`src/rtl/seq_det_pkg.sv`:
```
// Shared helpers for the serial pattern detector: state width and the
// compile-time prefix/suffix (KMP) transition rule.
package seq_det_pkg;

    function automatic int state_w(input int len);
        return $clog2(len + 1);
    endfunction

    // Longest pattern prefix that is a suffix of (first s pattern bits, then b).
    // pattern[len-1] is the first bit of the pattern.
    function automatic int next_state(input logic [15:0] pattern, input int len,
                                      input int s, input logic b);
        int   res;
        int   ti;
        logic ok;
        logic tbit;
        res = 0;
        for (int k = 1; k <= 16; k++) begin
            if (k <= len && k <= s + 1) begin
                ok = 1'b1;
                for (int j = 0; j < 16; j++) begin
                    if (j < k) begin
                        ti   = s + 1 - k + j;
                        tbit = (ti < s) ? pattern[len-1-ti] : b;
                        if (tbit != pattern[len-1-j]) ok = 1'b0;
                    end
                end
                if (ok) res = k;
            end
        end
        return res;
    endfunction

endpackage

```
`src/rtl/sat_counter.sv`:
```
// Saturating up-counter with synchronous clear; clear beats increment.
module sat_counter #(
    parameter int W = 8
) (
    input  logic         clk,
    input  logic         reset,
    input  logic         clr,
    input  logic         inc,
    output logic [W-1:0] q,
    output logic         sat
);
    logic [W-1:0] q_q;
    logic [W-1:0] q_d;

    assign sat = &q_q;
    assign q   = q_q;

    always_comb begin
        q_d = q_q;
        if (clr) begin
            q_d = '0;
        end else if (inc && !sat) begin
            q_d = q_q + W'(1);
        end
    end

    always_ff @(posedge clk or posedge reset) begin
        if (reset) q_q <= '0;
        else       q_q <= q_d;
    end

endmodule

```
`src/rtl/seq_detector.sv`:
```
// Moore serial pattern detector with optional overlap, sample enable,
// synchronous clear and a saturating match counter.
module seq_detector
    import seq_det_pkg::*;
#(
    parameter int                 PAT_LEN = 4,
    parameter logic [PAT_LEN-1:0] PATTERN = 4'b1100,
    parameter int                 CNT_W   = 8
) (
    input  logic             clk,
    input  logic             reset,
    input  logic             en,
    input  logic             din,
    input  logic             overlap,
    input  logic             clear,
    output logic             match,
    output logic [CNT_W-1:0] match_count,
    output logic             count_sat
);
    localparam int             SW   = state_w(PAT_LEN);
    localparam int             NS   = 1 << SW;
    localparam logic [SW-1:0]  LAST = SW'(PAT_LEN);

    logic [SW-1:0] state_q;
    logic [SW-1:0] state_d;
    logic [SW-1:0] tab0 [NS];
    logic [SW-1:0] tab1 [NS];
    logic          inc;

    // Transition table built at elaboration; unused encodings fall back to 0.
    genvar gi;
    generate
        for (gi = 0; gi < NS; gi++) begin : g_tab
            if (gi <= PAT_LEN) begin : g_legal
                localparam int N0 = next_state(16'(PATTERN), PAT_LEN, gi, 1'b0);
                localparam int N1 = next_state(16'(PATTERN), PAT_LEN, gi, 1'b1);
                assign tab0[gi] = SW'(N0);
                assign tab1[gi] = SW'(N1);
            end else begin : g_illegal
                assign tab0[gi] = '0;
                assign tab1[gi] = '0;
            end
        end
    endgenerate

    always_comb begin
        state_d = din ? tab1[state_q] : tab0[state_q];
        if (state_q == LAST && !overlap) begin
            state_d = (din == PATTERN[PAT_LEN-1]) ? SW'(1) : '0;
        end
    end

    always_ff @(posedge clk or posedge reset) begin
        if (reset)      state_q <= '0;
        else if (clear) state_q <= '0;
        else if (en)    state_q <= state_d;
    end

    assign match = (state_q == LAST);
    assign inc   = en && !clear && (state_d == LAST);

    sat_counter #(.W(CNT_W)) u_cnt (
        .clk   (clk),
        .reset (reset),
        .clr   (clear),
        .inc   (inc),
        .q     (match_count),
        .sat   (count_sat)
    );

endmodule

```
`config.mk`:
```
export PLATFORM = sky130hd
export DESIGN_NAME = seq_detector
export DESIGN_NICKNAME = d
export VERILOG_FILES = /design/src/rtl/seq_det_pkg.sv /design/src/rtl/sat_counter.sv /design/src/rtl/seq_detector.sv
export SDC_FILE = /design/constraint.sdc
export NUM_CORES = 1
export LEC_CHECK = 0
export ABC_AREA = 1
export ABC_CLOCK_PERIOD_IN_PS = 3200
export CORE_MARGIN = 1.5
export CORE_UTILIZATION = 50
export CTS_CLUSTER_SIZE = 12
export DETAILED_ROUTE_END_ITERATION = 12
export PLACE_DENSITY_LB_ADDON = 0.2
export SETUP_SLACK_MARGIN = 0.3
export SYNTH_ARGS = -nofsm -noshare
export SYNTH_HDL_FRONTEND = slang
export SYNTH_SLANG_ARGS = --single-unit
```
`constraint.sdc`:
```
create_clock -name clk -period 3.2 [get_ports clk]
set_input_delay 0.96 -clock clk [delete_from_list [all_inputs] [get_ports clk]]
set_output_delay 0.96 -clock clk [all_outputs]
set_load 0.02 [all_outputs]
```
==> key figures, run 1 <==
Synth
  – Synth unique cells: 21
  – Post-synthesis async set-or-reset flop share: 100%
  – Top cells by area, synth: dfrtp_1 (32%), nand2_1 (21%), nand3_1 (7.7%)
  – Net count after synthesis: 134
  – Yosys reg bits: 11
  – Post-synth EDFFs: 0
  – Post-Syn Area: 847 sq um
  – Most common cell in the netlist: nand2_1
  – Sequential area share after synthesis: 32.5%
  – Commonest cells in the netlist: nand2_1 (47), inv_1 (14), nand3_1 (13), nor2_1 (12), dfrtp_1 (11)
  – Synthesized area per cell: approximately 6.9 sq um
  – Synth area leader: dfrtp_1
  – Yosys top cell area share: 32.5%
  – Synth warn: 0
  – Synth Instances: 123
  – Most used flip-flop cell after synthesis: dfrtp_1

Detailed routing
  – DR vias: 802
  – Vias/cell: roughly 5.1
  – Detail Route Antenna Nets: 0
  – DR WL/cell: 12.1 microns
  – Met3 WL: between 100 and 150 microns
  – # DRC: 0
  – Wl on met1: roughly 860 microns
  – Post-Route WL: 1880 microns
  – Top Layer Used: met4
  – Met2 routed WL: 851 microns
  – Number of DRC markers in iteration 0: 29
  – Pre-antenna DRT Iters: 4

Setup path
  – Crit path kind: flip-flop to output port
  – Crit path DAT: approximately 1700 ps
  – Most common cell on crit path: inv_1
  – Req. time, crit path: around 2200 ps
  – Worst path bufs/invs: 3
  – Setup crit end kind: output port
  – Worst Reg2Reg Path Length in Cells: 8
  – RR Startpoint: u_cnt.q[0]
  – R2R setup slack: about 1700 ps
  – Critical path depth: 5
  – Crit path cell chain: inv_1 -> ha_1 -> nand2_1 -> inv_1 -> clkdlybuf4s50_1
  – Crit path max-delay family: buffers and inverters
  – CP max-delay cell: clkdlybuf4s50_1
  – Crit path max fanout: 4
  – CP peak stage delay: 600 ps
  – CP Launch Point: state_q[0]
  – Worst setup SP type: flip-flop

Timing
  – Clock skew: about 1.3 ps
  – Rel. slew slack: 70.7%
  – Setup TNS: 0 ps
  – Setup violators final: 0
  – Max Clk Rate: 382 MHz
  – Max-slew violations: 0
  – Crit path time final: 2620 ps
  – Period utilization: 81.8%
  – Hold Vio Cnt, Final: 0
  – Worst slew pin tran: 439 ps
  – RSZ-0062 raised after global routing: false

Placement
  – Buffers on Ports: 15
  – HPWL Detailed: 1450 microns
  – Placed insts: 152
  – Placer Congestion: 0.890

Global route
  – Largest net degree at the start of global routing: 12
  – GRT Total Usage: 24.4%
  – Initial antenna violation count: 0
  – Grt ovf: 0
  – Vias in the first global route: 775
  – First-pass GRT wire length: 3390 microns

Final layout
  – Layout area overhead: 20.8%
  – Nets@finish: 152
  – Antenna cells: 0
  – Layout cell share with drive strength beyond 1: 12.1%
  – Cell Count, Final, Fillers Out: about 160
  – Final Util: 66.4%

Clocking
  – Clock transition at the registers of the reported paths: 70 ps
  – H-tree levels: 1
  – CTS tree: yes
  – CTS max path bufs: 2
  – CTS sink count: 11
  – Worst skew pair latency: approximately 280 ps
  – Post-CTS Setup Inserts: 0
  – Cts bufs inserted: 3
  – CTS Root Cell: clkbuf_4

Hold path
  – Hold path cells: 2
  – Worst hold path class: flip-flop to flip-flop
  – Hold wc startpoint: state_q[2]

Floorplanning
  – Die W: 44.2 microns
  – Initial Util: 55.0%
  – Die height: 44.2 microns
  – # IOs: 16
  – Die area: 1950 sq um
  – Num rows: 14
  – Core Region: 1540 sq um

Run status
  – Status: finished clean

Flow run
  – Max-cap violations: 0

Power and ir drop
  – Worst VDD drop: about 0.00024 V
  – Final Power: about 280 uW
  – Pwr/cell area: 275 nW/um^2
  – Leakage: between 0.5 and 0.6 nW
-- layout by cell type, fill, tap and decap left out --
master / n
inv_6: 1
inv_1: 14
dlymetal6s2s_1: 1
nand2_1: 47
o21ai_0: 3
nand4_1: 1
clkdlybuf4s50_1: 14
nand2_2: 1
clkinv_2: 1
nand2_4: 1
o22ai_1: 1
nor3b_1: 1
nor2_2: 2
dfrtp_1: 10
dfrtp_2: 1
nor2_1: 12
ha_1: 5
nand3_4: 2
clkinv_1: 1
nand3_1: 13
inv_2: 3
nor2_4: 1
nand3_2: 1
clkbuf_4: 3
-- logic make-up (layout without fill, tap and decap cells) --
group	count (synthesis)	count (layout)	share of synthesized area [%]
flip-flops	11	11	32.5
AND/OR/NAND/NOR	82	82	45.6
AO/OA/AOI/OAI	4	4	2.51
buffers and inverters	21	38	12.0
adder cells (fa/ha/maj)	5	5	7.39
-- power by group --
part	switching, mW	total [mW]	internal (mW)
clock	0.0491	0.0956	0.0464
combinational	0.0245	0.0398	0.0153
sequential	0.00414	0.146	0.142
-- routing by layer --
metal,global-route usage [%],vias up
met5,0,-
met4,12.1,0
met3,6.53,4
met2,36.8,27
met1,32.1,355
li1,-,416
-- what timing repair did --
action | in CTS | in global routing
gates resized for setup | 1 | 1
setup endpoints to repair | 1 | 1
pin swaps | 0 | 0
hold buffers | 0 | 0
-- worst register-to-register path, cell delays in order (launching register included) --
cell	delay, ps
dfrtp_2	460
ha_1	260
nand3_2	110
clkinv_1	90
nand2_2	120
nand3_4	150
nand2_4	130
nand2_1	60
nand2_1	60
-- layout make-up --
class | count | area (sq um)
fill | 140 | 518
multi-input combinational | 91 | 470
sequential | 11 | 277
timing repair buffer | 15 | 153
inverter | 19 | 76.3
clock buffer | 3 | 22.5
tap | 16 | 20.0
clock inverter | 1 | 5.00
-- path summary, 6_finish.rpt --
check | to
max | match
min | state_q[2]
max reg2reg | u_cnt.q[0]
min reg2reg | state_q[2]
max in group asynchronous | u_cnt.q[0]
min in group asynchronous | u_cnt.q[7]
-- sequential cells by signal (all words and copies together), names as in the netlist --
register,cells
state_q,3
u_cnt.q,8
-- through the flow --
| step | cell area, sq um | setup slack (ps) | hold slack [ps] |
|---|---|---|---|
| after global placement | 992 | 600 | 625 |
| after CTS | 1020 | 341 | 636 |
| after global routing | 1020 | 476 | 676 |
| after detailed placement | 992 | 576 | 625 |
| final | 1020 | 583 | 636 |
| after floorplan | 847 | 1080 | 571 |
No activity file was read; power rests on OpenSTA's default activity.
==> run 2, diff against run 1 <==
Settings changed: ABC_CLOCK_PERIOD_IN_PS 3200 to 2600.
Clock period 3.2 ns to 2.6 ns, I/O delays scaled along.
==> run 2 against run 1 <==
Compared with the run above:
- sequential power grew 22%
- non-clock buffer count grew 4
- final cell count grew 2.6%
- register-to-register slack lost 570 ps
- clock power grew 23%
- via count grew 4.0%
- global-route usage shrank 2.4 points
- sequential cell count is the same
- sequential share of layout area shrank 0.52 points
- setup slack lost 170 ps
- critical path depth grew 1
- critical endpoint is now count_sat
- largest cell class unchanged
==> key figures, run 2 (synthesized netlist as in run 1, its figures left out) <==
Placement
  – HPWL Detailed: 1390 microns
  – Buffers on Ports: 15
  – Placed insts: between 150 and 200
  – Placer Congestion: 0.805

Clocking
  – CTS sink count: 11
  – Clock transition at the registers of the reported paths: 70 ps
  – CTS Hold Bufs: 0
  – CTS max path bufs: 2
  – Worst skew pair latency: around 270 ps
  – H-tree levels: 1
  – CTS Root Cell: clkbuf_4
  – Cts bufs inserted: 3
  – CTS tree: yes

Detailed routing
  – DR WL/cell: approximately 12 microns
  – DR vias: 834
  – # DRC: 0
  – Number of DRC markers in iteration 0: 26
  – Detail Route Antenna Nets: 0
  – Pre-antenna DRT Iters: 4
  – Vias/cell: 5.21
  – Post-Route WL: about 1900 microns

Timing
  – Rel. slew slack: 70.4%
  – Max Clk Rate: 458 MHz
  – Crit path time final: 2180 ps
  – Final hold slack: 602 ps
  – Clock skew: 2.29 ps
  – RSZ-0062 raised after global routing: false
  – Hold Vio Cnt, Final: 0
  – Period utilization: 84.0%
  – Max-slew violations: 0
  – Setup violators final: 0
  – Setup TNS: 0 ps
  – Worst slew pin tran: ~440 ps

Floorplanning
  – Initial Util: 55.0%
  – Die height: 44.2 microns
  – Die W: 44.2 microns
  – Core Region: around 1500 sq um
  – Num rows: 14
  – Die area: a little under 2000 sq um
  – # IOs: 16

Final layout
  – Cell Count, Final, Fillers Out: 160
  – Layout area overhead: 23.2%
  – Fillers: roughly 140
  – Most frequent cells in the layout: nand2_1 (47), inv_1 (14), nand3_1 (13), clkdlybuf4s50_1 (13), nor2_1 (12)
  – Layout cell share with drive strength beyond 1: between 10% and 20%
  – Antenna cells: 0
  – Nets@finish: 156
  – Commonest non-fill, non-tap cell in the layout: nand2_1
  – Largest register FFs: 8

Setup path
  – Crit path kind: flip-flop to output port
  – Crit path DAT: 1400 ps
  – Worst Reg2Reg Path Length in Cells: 9
  – Crit path max fanout: 4
  – Crit path cell chain: ha_1 -> nand3_2 -> clkinv_1 -> nand2_2 -> inv_1 -> clkbuf_2
  – Setup crit end kind: output port
  – Worst setup SP type: flip-flop
  – Req. time, crit path: 1820 ps
  – CP peak stage delay: 430 ps
  – CP max-delay cell: dfrtp_2

Global route
  – Largest net degree at the start of global routing: 12
  – Vias in the first global route: 746
  – Grt ovf: 0
  – First-pass GRT wire length: 3170 microns
  – GRT Total Usage: between 20% and 30%
  – Initial antenna violation count: 0

Power and ir drop
  – Pwr/cell area: 340 nW/um^2
  – Leakage: 0.523 nW
  – Worst VDD drop: 0.000277 V
  – Final Power: 355 uW

Run status
  – Status: finished clean

Flow run
  – Max-cap violations: 0

Hold path
  – Worst hold path class: flip-flop to flip-flop
  – Hold path cells: 2
-- run 2: cell types whose count changed in the layout (fill, tap and decap cells not counted), sizes merged --
cell           previous run  this run
buf                       0         4
clkbuf                    3         5
clkdlybuf4s50            14        13
clkinv                    2         1
dlygate4sd2               0         1
dlymetal6s2s              1         0
-- run 2: metal layers --
layer  up-vias  GRT usage [%]  routed length (microns)
met4         0           7.27                       14
met3         2           4.90                      130
met5         -              0                        0
met2        33           32.6                      838
met1       377           31.7                      931
li1        422              -                        -
-- run 2: final timing paths --
| check | start | slack (ps) | endpoint |
|---|---|---|---|
| max | u_cnt.q[0] | 420 | count_sat |
| min | u_cnt.q[7] | 600 | u_cnt.q[7] |
| max reg2reg | state_q[0] | 1130 | u_cnt.q[2] |
| min reg2reg | u_cnt.q[7] | 600 | u_cnt.q[7] |
| max in group asynchronous | reset | 1460 | u_cnt.q[0] |
| min in group asynchronous | reset | 810 | u_cnt.q[7] |
-- run 2: layout make-up --
| cell class | count | area [sq um] | area share, % |
|---|---|---|---|
| well taps | 16 | 20.0 | 1.92 |
| repair buffers | 19 | 174 | 16.7 |
| multi-input cells | 91 | 470 | 45.1 |
| inverters | 19 | 76.3 | 7.31 |
| flip-flops and latches | 11 | 277 | 26.5 |
| clock buffers | 4 | 26.3 | 2.52 |
-- run 2: repair_timing --
| item | CTS | global route |
|---|---|---|
| resized for setup | 3 | 2 |
| setup endpoints to repair | 2 | 1 |
| pin swaps | 0 | 0 |
| setup buffers | 0 | 3 |
-- run 2: per-stage QoR --
step                setup slack, ps  instance area, sq um  util (%)
detailed placement              247                  1000      64.9
global placement                278                  1000      64.9
floorplan                       662                   847         -
CTS                             207                  1020      66.5
finish                          417                  1040      67.7
global route                    329                  1040      67.7
-- run 2: power breakdown --
group	total (mW)	switching, mW	internal, mW
clock	0.118	0.0590	0.0593
sequential	0.178	0.00316	0.175
combinational	0.0585	0.0342	0.0243
-- run 2: critical path, delay by kind of cell, from the launching register on --
family | cells | cell delay, ps
buffers and inverters | 3 | 270
and+or+nand+nor | 2 | 190
adders and majority gates | 1 | 240
DFF | 1 | 430
==> run 3, diff against run 2 <==
Settings changed: ABC_CLOCK_PERIOD_IN_PS 2600 to 2200.
Clock period 2.6 ns to 2.2 ns, I/O delays scaled along.
==> run 3 against run 2 <==
Compared with the run above:
- combinational power increased by 12%
- wire length rose by 5.1%
- setup slack worse by 88 ps
==> key figures, run 3 (synthesized netlist as in run 1, its figures left out) <==
Run status
  – Status: finished clean

Final layout
  – Layout area overhead: 28.4%
  – Largest register FFs: 8
  – Commonest non-fill, non-tap cell in the layout: nand2_1
  – Most frequent cells in the layout: nand2_1 (47), nand3_1 (13), nor2_1 (12)
  – Layout cell share with drive strength beyond 1: 22.7%
  – Design area: 1090 sq um
  – Final Util: 70.5%
  – Antenna cells: 0
  – Nets@finish: 162

Timing
  – Period utilization: between 80% and 90%
  – Max-slew violations: 0
  – Hold Vio Cnt, Final: 0
  – Clock skew: 1.62 ps
  – Worst slew pin tran: between 400 and 500 ps
  – RSZ-0062 raised after global routing: true
  – Setup TNS: 0 ps
  – Setup violators final: 0
  – Max Clk Rate: 534 MHz
  – Crit path time final: 1870 ps
  – Rel. slew slack: 69.5%

Flow run
  – Max-cap violations: 0

Setup path
  – RR Startpoint: state_q[0]
  – Worst setup SP type: flip-flop
  – FF-to-FF End: u_cnt.q[6]
  – CP peak stage delay: 390 ps
  – Crit path kind: flip-flop to output port
  – R2R setup slack: 740 ps
  – Crit path cell chain: ha_2 -> nand3_2 -> inv_2 -> nand2_2 -> inv_2 -> buf_6
  – Crit path DAT: 1210 ps
  – Worst Reg2Reg Path Length in Cells: 9
  – Setup crit end kind: output port
  – Req. time, crit path: 1540 ps
  – Crit path max fanout: 2
  – Most common cell on crit path: inv_2
  – CP max-delay cell: dfrtp_1

Floorplanning
  – Initial Util: 55.0%
  – Num rows: 14
  – Die height: 44.2 microns
  – Core Region: 1540 sq um
  – Die W: 44.2 microns
  – # IOs: 16
  – Die area: 1950 sq um

Clocking
  – Cts bufs inserted: 3
  – CTS max path bufs: 2
  – CTS Root Cell: clkbuf_4
  – CTS sink count: 11
  – Clock transition at the registers of the reported paths: around 80 ps
  – CTS tree: yes
  – H-tree levels: 1
  – Worst skew pair latency: 270 ps

Power and ir drop
  – Worst VDD drop: 0.000279 V
  – Sw frac: about 29%
  – Seq pwr share: 49.4%
  – Pwr/cell area: 389 nW/um^2
  – Leakage: 0.593 nW
  – Logic pwr share: 15.5%
  – Switching pwr: between 100 and 150 uW
  – P_int: 299 uW
  – Final Power: 423 uW
  – Clock Power Share: about a third

Hold path
  – Hold path cells: 2
  – Worst hold path class: flip-flop to flip-flop
  – Hold Path End: u_cnt.q[7]
  – Hold wc startpoint: u_cnt.q[7]

Placement
  – Placer Congestion: 0.828
  – HPWL Detailed: around 1400 microns
  – Buffers on Ports: 15
  – Placed Instance Area: about 1000 sq um

Detailed routing
  – DR vias: roughly 840
  – Post-Route WL: 2010 microns
  – Number of DRC markers in iteration 0: 16
  – Pre-antenna DRT Iters: 4
  – Detail Route Antenna Nets: 0
  – DR WL/cell: ~12 microns
  – # DRC: 0
  – Vias/cell: 5.08

Global route
  – GRT Total Usage: between 20% and 30%
  – Grt ovf: 0
  – Largest net degree at the start of global routing: 12
  – Vias in the first global route: 798
  – First-pass GRT wire length: 3420 microns
  – Initial antenna violation count: 0
-- run 3: changes by cell type in the layout (fill, tap and decap cells not counted), sizes merged --
cell           delta
buf               +8
dlygate4sd2       +7
inv               +1
clkbuf            -2
clkdlybuf4s50     -8
-- run 3: through the flow --
stage | hold WS (ps) | instances | setup slack, ps
floorplan | 512 | 123 | 382
finish | 608 | 166 | 329
detailed placement | 585 | 159 | 78.0
CTS | 606 | 164 | 132
global route | 644 | 166 | 257
global placement | 582 | 159 | 120
-- run 3: worst max path at each step --
stage               startpoint   endpoint  slack (ps)  cells past startpoint
floorplan           u_cnt.q[0]  count_sat         380                      5
global placement    u_cnt.q[0]  count_sat         120                      6
detailed placement  u_cnt.q[0]  count_sat          80                      6
CTS                 u_cnt.q[0]  count_sat         130                      6
global route        u_cnt.q[1]  count_sat         260                      6
finish              u_cnt.q[1]  count_sat         330                      6
-- run 3: layout make-up --
cell class                      count  area [sq um]
Clock buffer                        3          22.5
Clock inverter                      1          5.00
Fill cell                         134           454
Inverter                           19          76.3
Multi-Input combinational cell     91           473
Sequential cell                    11           277
Tap cell                           16          20.0
Timing Repair Buffer               25           214
-- run 3: metal layers --
layer	part of all wire [%]	global-route usage [%]	wire (microns)	vias up
met3	8.9	5.71	179	2
li1	-	-	-	433
met1	44	35.0	890	358
met4	0.65	7.27	13	0
met2	46	35.3	927	50
met5	0	0	0	-
-- run 3: power by group through the flow --
stage	registers, mW	logic (mW)	clock network (mW)
2_1_floorplan	0.217	0.0369	0
3_3_place_gp	0.212	0.0648	0
3_5_place_dp	0.212	0.0665	0
4_1_cts	0.209	0.0656	0.151
5_1_grt	0.209	0.0753	0.166
6_report	0.209	0.0657	0.148
-- run 3: worst max-delay path, delay by kind of cell (launching register included) --
family,cells,cell delay [ps]
flops,1,390
buf+inv,3,190
fa+ha+maj,1,200
simple gates,2,140
-- run 3: what timing repair did --
action | 4_1_cts | 5_1_grt
endpoints found under the setup margin | 10 | 2
setup buffers | 1 | 2
pin swaps | 1 | 2
gates resized for setup | 16 | 9
hold buffers | 0 | 0
